==> src/rtl/ppmn_demod.sv <==
// PPM-N receiver: slot-count argmax demodulation, preamble/delimiter sync, length field and data output.
// Optional macro PPMN_DEMOD_ABORT_EN: abort a packet after two consecutive erased data symbols.
module ppmn_demod #(
    parameter int SYM_BITS  = 4,
    parameter int CHIP_BITS = 4,
    parameter int SYNC_LEN  = 4
) (
    input  logic                    clk,
    input  logic                    resetn,
    input  logic                    din,
    input  logic                    rx_start,
    input  logic [CHIP_BITS:0]      corr_threshold,
    output logic                    busy,
    output logic                    packet_detected,
    output logic [2*SYM_BITS-1:0]   pkt_len,
    output logic                    dout_valid,
    output logic [SYM_BITS-1:0]     dout,
    output logic                    dout_erasure,
    output logic                    packet_done,
    output logic                    packet_aborted
);
    localparam int PW = SYM_BITS + CHIP_BITS;
    localparam int LW = 2 * SYM_BITS;

    typedef enum logic [1:0] {IDLE, SEARCH, LEN, DATA} state_t;

    state_t                 state_q;
    logic [PW-1:0]          pos_q;
    logic [CHIP_BITS:0]     slot_cnt_q;
    logic [CHIP_BITS:0]     best_cnt_q;
    logic [SYM_BITS-1:0]    best_idx_q;
    logic                   skip_q;
    logic [3:0]             sync_q;
    logic                   len_phase_q;
    logic [SYM_BITS-1:0]    len_hi_q;
    logic [LW-1:0]          data_cnt_q;
    logic                   detected_q;
    logic [LW-1:0]          pkt_len_q;
    logic                   dout_valid_q;
    logic [SYM_BITS-1:0]    dout_q;
    logic                   dout_erasure_q;
    logic                   packet_done_q;

    logic [CHIP_BITS-1:0]   chip;
    logic [SYM_BITS-1:0]    slot;
    logic [CHIP_BITS:0]     slot_acc;
    logic                   take;
    logic [CHIP_BITS:0]     cand_cnt;
    logic [SYM_BITS-1:0]    cand_idx;
    logic                   slot_end;
    logic                   sym_end;
    logic                   erased;
    logic [LW-1:0]          len_full;

    always_comb begin
        chip     = pos_q[CHIP_BITS-1:0];
        slot     = pos_q[PW-1:CHIP_BITS];
        slot_acc = slot_cnt_q + (CHIP_BITS+1)'(din);
        // first slot of a symbol always seeds the running maximum; strict compare keeps the lowest index on ties
        take     = (slot == '0) || (slot_acc > best_cnt_q);
        cand_cnt = take ? slot_acc : best_cnt_q;
        cand_idx = take ? slot : best_idx_q;
        slot_end = &chip;
        sym_end  = slot_end && (&slot);
        erased   = cand_cnt < corr_threshold;
        len_full = {len_hi_q, cand_idx};
    end

`ifdef PPMN_DEMOD_ABORT_EN
    logic prev_erased_q;
    logic packet_aborted_q;
    assign packet_aborted = packet_aborted_q;
`else
    assign packet_aborted = 1'b0;
`endif

    always_ff @(posedge clk or negedge resetn) begin
        if (!resetn) begin
            state_q        <= IDLE;
            pos_q          <= '0;
            slot_cnt_q     <= '0;
            best_cnt_q     <= '0;
            best_idx_q     <= '0;
            skip_q         <= 1'b0;
            sync_q         <= '0;
            len_phase_q    <= 1'b0;
            len_hi_q       <= '0;
            data_cnt_q     <= '0;
            detected_q     <= 1'b0;
            pkt_len_q      <= '0;
            dout_valid_q   <= 1'b0;
            dout_q         <= '0;
            dout_erasure_q <= 1'b0;
            packet_done_q  <= 1'b0;
`ifdef PPMN_DEMOD_ABORT_EN
            prev_erased_q    <= 1'b0;
            packet_aborted_q <= 1'b0;
`endif
        end else begin
            dout_valid_q  <= 1'b0;
            packet_done_q <= 1'b0;
`ifdef PPMN_DEMOD_ABORT_EN
            packet_aborted_q <= 1'b0;
`endif
            if (rx_start) begin
                state_q     <= SEARCH;
                pos_q       <= '0;
                slot_cnt_q  <= '0;
                best_cnt_q  <= '0;
                best_idx_q  <= '0;
                skip_q      <= 1'b0;
                sync_q      <= '0;
                len_phase_q <= 1'b0;
                data_cnt_q  <= '0;
                detected_q  <= 1'b0;
`ifdef PPMN_DEMOD_ABORT_EN
                prev_erased_q <= 1'b0;
`endif
            end else if (skip_q) begin
                skip_q <= 1'b0;
            end else if (state_q != IDLE) begin
                pos_q <= pos_q + PW'(1);
                if (slot_end) begin
                    slot_cnt_q <= '0;
                    best_cnt_q <= cand_cnt;
                    best_idx_q <= cand_idx;
                end else begin
                    slot_cnt_q <= slot_acc;
                end
                if (sym_end) begin
                    case (state_q)
                        SEARCH: begin
                            if (erased) begin
                                // drop one sample so the window creeps toward the true symbol boundary
                                sync_q <= '0;
                                skip_q <= 1'b1;
                            end else if (cand_idx == '0) begin
                                if (sync_q < 4'(SYNC_LEN))
                                    sync_q <= sync_q + 4'd1;
                            end else if (&cand_idx) begin
                                if (sync_q == 4'(SYNC_LEN)) begin
                                    state_q     <= LEN;
                                    detected_q  <= 1'b1;
                                    len_phase_q <= 1'b0;
                                end
                                sync_q <= '0;
                            end else begin
                                sync_q <= '0;
                            end
                        end
                        LEN: begin
                            if (!len_phase_q) begin
                                len_hi_q    <= cand_idx;
                                len_phase_q <= 1'b1;
                            end else begin
                                pkt_len_q  <= len_full;
                                data_cnt_q <= '0;
`ifdef PPMN_DEMOD_ABORT_EN
                                prev_erased_q <= 1'b0;
`endif
                                if (len_full == '0) begin
                                    packet_done_q <= 1'b1;
                                    detected_q    <= 1'b0;
                                    state_q       <= IDLE;
                                end else begin
                                    state_q <= DATA;
                                end
                            end
                        end
                        DATA: begin
                            dout_valid_q   <= 1'b1;
                            dout_q         <= cand_idx;
                            dout_erasure_q <= erased;
                            data_cnt_q     <= data_cnt_q + LW'(1);
`ifdef PPMN_DEMOD_ABORT_EN
                            prev_erased_q  <= erased;
                            if (erased && prev_erased_q) begin
                                packet_aborted_q <= 1'b1;
                                detected_q       <= 1'b0;
                                sync_q           <= '0;
                                state_q          <= SEARCH;
                            end else
`endif
                            if (data_cnt_q + LW'(1) == pkt_len_q) begin
                                packet_done_q <= 1'b1;
                                detected_q    <= 1'b0;
                                state_q       <= IDLE;
                            end
                        end
                        default: ;
                    endcase
                end
            end
        end
    end

    assign busy            = (state_q != IDLE);
    assign packet_detected = detected_q;
    assign pkt_len         = pkt_len_q;
    assign dout_valid      = dout_valid_q;
    assign dout            = dout_q;
    assign dout_erasure    = dout_erasure_q;
    assign packet_done     = packet_done_q;
endmodule
==> config.mk <==
export PLATFORM = sky130hd
export DESIGN_NAME = ppmn_demod
export DESIGN_NICKNAME = d
export VERILOG_FILES = /design/src/rtl/ppmn_demod.sv
export SDC_FILE = /design/constraint.sdc
export NUM_CORES = 1
export LEC_CHECK = 0
export CORE_ASPECT_RATIO = 0.8
export CORE_MARGIN = 2
export CORE_UTILIZATION = 58
export DETAILED_ROUTE_END_ITERATION = 10
export PLACE_DENSITY_LB_ADDON = 0.25
export SLEW_MARGIN = 25
export SYNTH_ARGS = -nofsm -noshare
export SYNTH_HDL_FRONTEND = slang
export SYNTH_SLANG_ARGS = --single-unit
export TNS_END_PERCENT = 50
==> constraint.sdc <==
create_clock -name clk -period 6.5 [get_ports clk]
set_input_delay 1.3 -clock clk [delete_from_list [all_inputs] [get_ports clk]]
set_output_delay 1.3 -clock clk [all_outputs]
set_load 0.005 [all_outputs]
==> impl_metrics.env, run 1 <==
export IMPL_ioPinCount=27
export IMPL_clk_insertion_delay_late_ps=350
export IMPL_fillers=439
export IMPL_drc=0
export IMPL_layout_drive_gt1_share_pct=10.8
export IMPL_finalCritPeriodShare_pct=84.8
export IMPL_clk_pin_slew_ps=70
export IMPL_h_tree_depth=3
export IMPL_cts_tree="built"
export IMPL_dp_hpwl_mm=5.27
export IMPL_rsz0062_at_grt="no"
export IMPL_min_path_type="register to register"
export IMPL_vias=2641
export IMPL_grt_overflow=0
export IMPL_drt_total_wl_mm=7.28
export IMPL_leakage_nw=1.72
export IMPL_period_needed_ps=5510
export IMPL_coreArea_sq_mm=0.00550
export IMPL_grt_usage_pct=25.8
export IMPL_async_reset_ff_share_pct=100
export IMPL_cap_violations=0
export IMPL_setup_viol=0
export IMPL_critPathRequiredTime_ps=6760
export IMPL_start_util_pct=60.9
export IMPL_num_rows=24
export IMPL_fin_nets=411
export IMPL_multi_input_area_sq_mm=0.00177
export IMPL_diodes=0
export IMPL_synth_edf_count=0
export IMPL_fin_tns_setup_ps=0
export IMPL_end_kind="register"
export IMPL_grt_pass1_vias=2637
export IMPL_power_mw=0.760
export IMPL_placedInstanceArea_sq_mm=0.00365
export IMPL_relSlewSlack_pct=43.4
export IMPL_synth_top_cells_by_area="dfrtp_1 (43%), ha_1 (7.1%), nor2_1 (4.7%)"
export IMPL_cts_root_buf="clkbuf_8"
export IMPL_avgSynthCellArea_sq_um=9.39
export IMPL_via_per_inst=5.67
export IMPL_antenna_found_initial=0
export IMPL_place_gp_congestion=0.900
export IMPL_status="finished clean"
export IMPL_reg2reg_slack_ps=2060
export IMPL_yosys_area_top_type="dfrtp_1"
export IMPL_critPathLaunchType="input pin"
export IMPL_final_cell_area_sq_mm=0.00386
export IMPL_cts_resized=0
export IMPL_grt_pass1_wl_mm=12.7
export IMPL_syn_inst=356
export IMPL_regArea_sq_mm=0.00145
export IMPL_synth_area_sq_mm=0.00334
export IMPL_dieHeight_um=71.9
export IMPL_die_w_um=88.9
export IMPL_first_iter_violations=233
export IMPL_crit_arrival_ps=5770
export IMPL_skew_ps=8.88
export IMPL_wl_per_cell_um=15.6
export IMPL_ys_ff_latch=58
export IMPL_dieArea_sq_mm=0.00639
export IMPL_dr_pass1_iters=5
export IMPL_synth_most_common_cell="dfrtp_1"
export IMPL_yosys_most_used_dff="dfrtp_1"
export IMPL_yosysSeqAreaShare_pct=43.4
export IMPL_grt_max_degree=59
export IMPL_numPortBuffers=25
export IMPL_ant_nets=0
export IMPL_slew_violations=0
export IMPL_clock_fmax_mhz=181
export IMPL_numCtsBuffers=9
export IMPL_postCtsSetupBuffers=0
export IMPL_synth_nets=384
export IMPL_cts_max_path_buffers=2
export IMPL_hold_buffers=0
export IMPL_synth_cell_type_count=60
export IMPL_clock_sinks=58
export IMPL_syn2layout_area_growth_pct=15.3
export IMPL_hold_viol_final=0
export IMPL_synthTopCellsByCount="dfrtp_1 (58), nor2_1 (42), a21oi_1 (27), nand2_1 (26), o21ai_0 (23)"
export IMPL_worstSetupPathType="input pin to register"
export IMPL_synth_warnings=0
export IMPL_ir_worst_vdd_mv=0.176
export IMPL_pwr_density_cell_mw_per_mm2=197
export IMPL_synthDominantCellAreaShare_pct=43.4
export IMPL_crit_fanout=10
export IMPL_tightest_slew_ps=841
final cells by class:
cell class	count	area share, %
clock buffers	9	3.21
repair buffers	27	6.75
flip-flops and latches	58	37.6
clock inverters	7	2.04
multi-input cells	267	45.9
well taps	78	2.53
inverters	20	1.95
registers in the layout, indices dropped and copies added, names as in the netlist, 2 cells and up:
name and count:
data_cnt_q 8, len_hi_q 4, pkt_len 8, pos_q 8, dout 4, slot_cnt_q 5, best_cnt_q 5, sync_q 4
best_idx_q 4, state_q 2
placed cells by master (no fill, tap or decap), types with 3 or more instances in the layout:
master | Yosys | layout
xnor2_1 | 12 | 12
clkbuf_8 | 0 | 9
inv_1 | 20 | 20
ha_1 | 19 | 19
clkinvlp_4 | 0 | 3
nand3_1 | 11 | 11
dfrtp_1 | 58 | 58
o31ai_1 | 5 | 5
nand4_1 | 4 | 4
and3_1 | 5 | 5
a22o_1 | 4 | 4
nor4_1 | 4 | 4
clkdlybuf4s50_1 | 0 | 24
and2b_2 | 3 | 3
nand2_1 | 26 | 26
a211oi_1 | 6 | 6
nor2_1 | 42 | 42
nor2b_1 | 5 | 5
o21ai_0 | 23 | 23
nor3b_1 | 3 | 3
mux2_2 | 9 | 9
nor3_1 | 3 | 3
or2_2 | 3 | 3
mux2i_1 | 6 | 6
a21oi_1 | 27 | 27
a31oi_1 | 3 | 3
xor2_1 | 7 | 7
logic make-up after synthesis:
kind of cell	synth area share, %
simple gates	18.7
compound gates	16.7
flops	43.4
buf+inv	3.70
fa+ha+maj	7.11
xor+xnor	4.98
mux	5.24
other cells	0.112
where the power goes:
group          total (mW)  internal (mW)  switching [mW]
logic              0.0527         0.0212          0.0316
registers           0.367          0.364         0.00275
clock network       0.341          0.179           0.161
stage by stage:
step	setup slack [ps]	util, %	hold WS [ps]	cells
final	985	70.2	507	466
after global routing	784	70.2	543	466
after CTS	1040	70.2	503	466
after detailed placement	706	66.5	494	450
after global placement	912	66.5	476	450
after floorplan	1650	-	457	356
per-layer routing:
layer	vias up	share of wire (%)	GRT usage [%]
li1	1316	-	-
met1	1236	52	40.1
met2	82	41	35.7
met3	7	5.8	7.28
met4	0	0.86	6.06
met5	-	0	0
worst max-delay path: stages:
cell	delay, ps
clkdlybuf4s50_1	460
ha_1	160
ha_1	220
nand3_1	110
xnor2_1	270
ha_1	320
a21o_1	200
or2_1	210
o22ai_2	350
a21oi_1	160
ha_1	330
a21oi_1	70
o21ai_0	340
nor3b_1	120
mux2i_2	280
nand2_2	130
or4b_1	550
o22ai_1	180
worst paths after layout:
kind	from	depth (start not counted)	end
worst max-delay path	din	18	sync_q[1]
worst min-delay path	data_cnt_q[7]	1	data_cnt_q[7]
max in group asynchronous	resetn	2	dout_erasure
worst max register to register	slot_cnt_q[0]	17	sync_q[1]
worst min register to register	data_cnt_q[7]	1	data_cnt_q[7]
min in group asynchronous	resetn	2	slot_cnt_q[1]
Power figures use the tool's default switching activity.
==> inputs of run 2 (changes only) <==
==> constraint.sdc (replaced) <==
create_clock -name clk -period 5.7 [get_ports clk]
set_input_delay 1.14 -clock clk [delete_from_list [all_inputs] [get_ports clk]]
set_output_delay 1.14 -clock clk [all_outputs]
set_load 0.005 [all_outputs]
==> run 2 against run 1 <==
- routed wire length up 1.2%
- global-route usage decreased by 0.13 points
- register-to-register slack worse by 790 ps
- critical path type unchanged
- sequential cell count stayed put
- worst hold slack improved by 3.1 ps
- die area stayed put
- via count rose by 1.2%
==> impl_metrics.env, run 2 (same netlist as run 1, synthesis figures left out) <==
export IMPL_critPathMaxStageDelay_ps=550
export IMPL_fin_util_pct=70.5
export IMPL_first_iter_violations=172
export IMPL_clk_pin_slew_ps=70
export IMPL_grt_pass1_vias=2597
export IMPL_diodes=0
export IMPL_h_tree_depth=3
export IMPL_grt_pass1_wl_mm=12.4
export IMPL_cp_buffers_inverters=1
export IMPL_cts_tree="built"
export IMPL_power_mw=0.900
export IMPL_antenna_found_initial=0
export IMPL_regArea_sq_mm=0.00145
export IMPL_dp_hpwl_mm=5.30
export IMPL_hold_buffers=0
export IMPL_min_path_type="register to register"
export IMPL_place_gp_congestion=0.900
export IMPL_wl_per_cell_um=15.8
export IMPL_path_cells="clkdlybuf4s50_1, ha_1, ha_1, nand3_1, xnor2_1, ha_1, a21o_1, or2_1, o22ai_2, a21oi_1, ha_1, nand2_1, o21ai_0, nor3b_1, mux2i_2, nand2_2, or4b_1, o22ai_1"
export IMPL_crit_fanout=10
export IMPL_grt_usage_pct=25.6
export IMPL_status="finished clean"
export IMPL_final_cells=466
export IMPL_crit_arrival_ps=5620
export IMPL_finalCritPeriodShare_pct=94.0
export IMPL_place_inst=450
export IMPL_die_w_um=88.9
export IMPL_slew_violations=0
export IMPL_cap_violations=0
export IMPL_critPathLaunchType="input pin"
export IMPL_cts_root_buf="clkbuf_8"
export IMPL_reg2reg_depth=17
export IMPL_via_per_inst=5.73
export IMPL_layout_drive_gt1_share_pct=10.6
export IMPL_worst_path_most_repeated_cell="ha_1"
export IMPL_final_common_cell="dfrtp_1"
export IMPL_start_util_pct=60.9
export IMPL_fin_nets=411
export IMPL_worst_slack_ps=343
export IMPL_grt_overflow=0
export IMPL_multi_input_area_sq_mm=0.00177
export IMPL_hold_path_startpoint="data_cnt_q[7]"
export IMPL_hold_slack_ps=511
export IMPL_r2r_end="sync_q[1]"
export IMPL_drc=0
export IMPL_mostFrequentLayoutCells="dfrtp_1 (58), nor2_1 (42), a21oi_1 (27)"
export IMPL_hold_path_depth=1
export IMPL_coreArea_sq_mm=0.00550
export IMPL_clock_sinks=58
export IMPL_cts_max_path_buffers=2
export IMPL_reg2reg_slack_ps=1270
export IMPL_dieHeight_um=71.9
export IMPL_period_needed_ps=5360
export IMPL_fin_tns_setup_ps=0
export IMPL_clock_fmax_mhz=187
export IMPL_critPathRequiredTime_ps=5960
export IMPL_fillers=416
export IMPL_numPortBuffers=25
export IMPL_tightest_slew_ps=852
export IMPL_drt_total_wl_mm=7.38
export IMPL_syn2layout_area_growth_pct=15.8
export IMPL_dp_slack_ps=74.2
export IMPL_grt_max_degree=59
export IMPL_relSlewSlack_pct=42.7
export IMPL_vias=2672
export IMPL_setup_viol=0
export IMPL_whs_endpoint="data_cnt_q[7]"
export IMPL_leakage_nw=1.74
export IMPL_clk_insertion_delay_late_ps=340
export IMPL_num_rows=24
export IMPL_cts_resized=0
export IMPL_cp_slowest_cell="or4b_1"
export IMPL_pwr_density_cell_mw_per_mm2=233
export IMPL_postCtsSetupBuffers=0
export IMPL_end_kind="register"
export IMPL_ant_nets=0
export IMPL_hold_viol_final=0
export IMPL_rsz0062_at_grt="no"
export IMPL_dr_pass1_iters=5
export IMPL_ioPinCount=27
export IMPL_crit_family="compound AO/OA/AOI/OAI gates"
export IMPL_dieArea_sq_mm=0.00639
export IMPL_worstSetupPathType="input pin to register"
export IMPL_reg2reg_from="slot_cnt_q[0]"
export IMPL_final_cell_area_sq_mm=0.00387
export IMPL_skew_ps=6.89
export IMPL_ir_worst_vdd_mv=0.164
export IMPL_numCtsBuffers=9
export IMPL_placedInstanceArea_sq_mm=0.00365
run 2: cell types whose count changed in the layout (fill, tap and decap cells not counted):
cell        previous run  this run
clkinv_4               2         0
inv_6                  1         0
clkinv_2               0         2
clkbuf_8               9        10
clkbuf_1               0         1
bufinv_16              1         2
clkinvlp_4             3         1
run 2: layout make-up:
cell class	count	share of cell area [%]
inverter	20	1.94
clock buffer	11	3.65
sequential	58	37.5
multi-input combinational	267	45.7
clock inverter	5	2.00
timing repair buffer	27	6.72
tap	78	2.52
run 2: worst register-to-register path, delay by kind of cell (launching register included):
kind                       cells  cell delay, ps
AOI/OAI and AO/OA              5            1230
and+or+nand+nor                6            1180
adders and majority gates      4            1060
DFF                            1             350
muxes                          1             280
xor gates and xnor gates       1             270
run 2: how the worst max path moves through the flow:
stage          start   endpoint  slack, ps  cells after the start
2_1_floorplan    din  sync_q[1]       1010                     17
3_3_place_gp     din  sync_q[1]        270                     18
3_5_place_dp     din  sync_q[1]         70                     18
4_1_cts          din  sync_q[1]        430                     18
5_1_grt          din  sync_q[1]        140                     18
6_report         din  sync_q[1]        340                     18
run 2: per-layer routing:
layer	wire [um]	share of wire, %	track usage (%)	vias to the layer above
met5	0	0	0	-
met4	112	1.5	8.08	0
met3	423	5.7	7.62	14
met2	3040	41	35.4	75
met1	3800	51	38.8	1261
li1	-	-	-	1322
run 2: power breakdown:
part	leakage, nW	switching [mW]	total (mW)	internal, mW
logic	0.830	0.0364	0.0606	0.0241
registers	0.801	0.00306	0.418	0.415
clock network	0.109	0.165	0.422	0.256
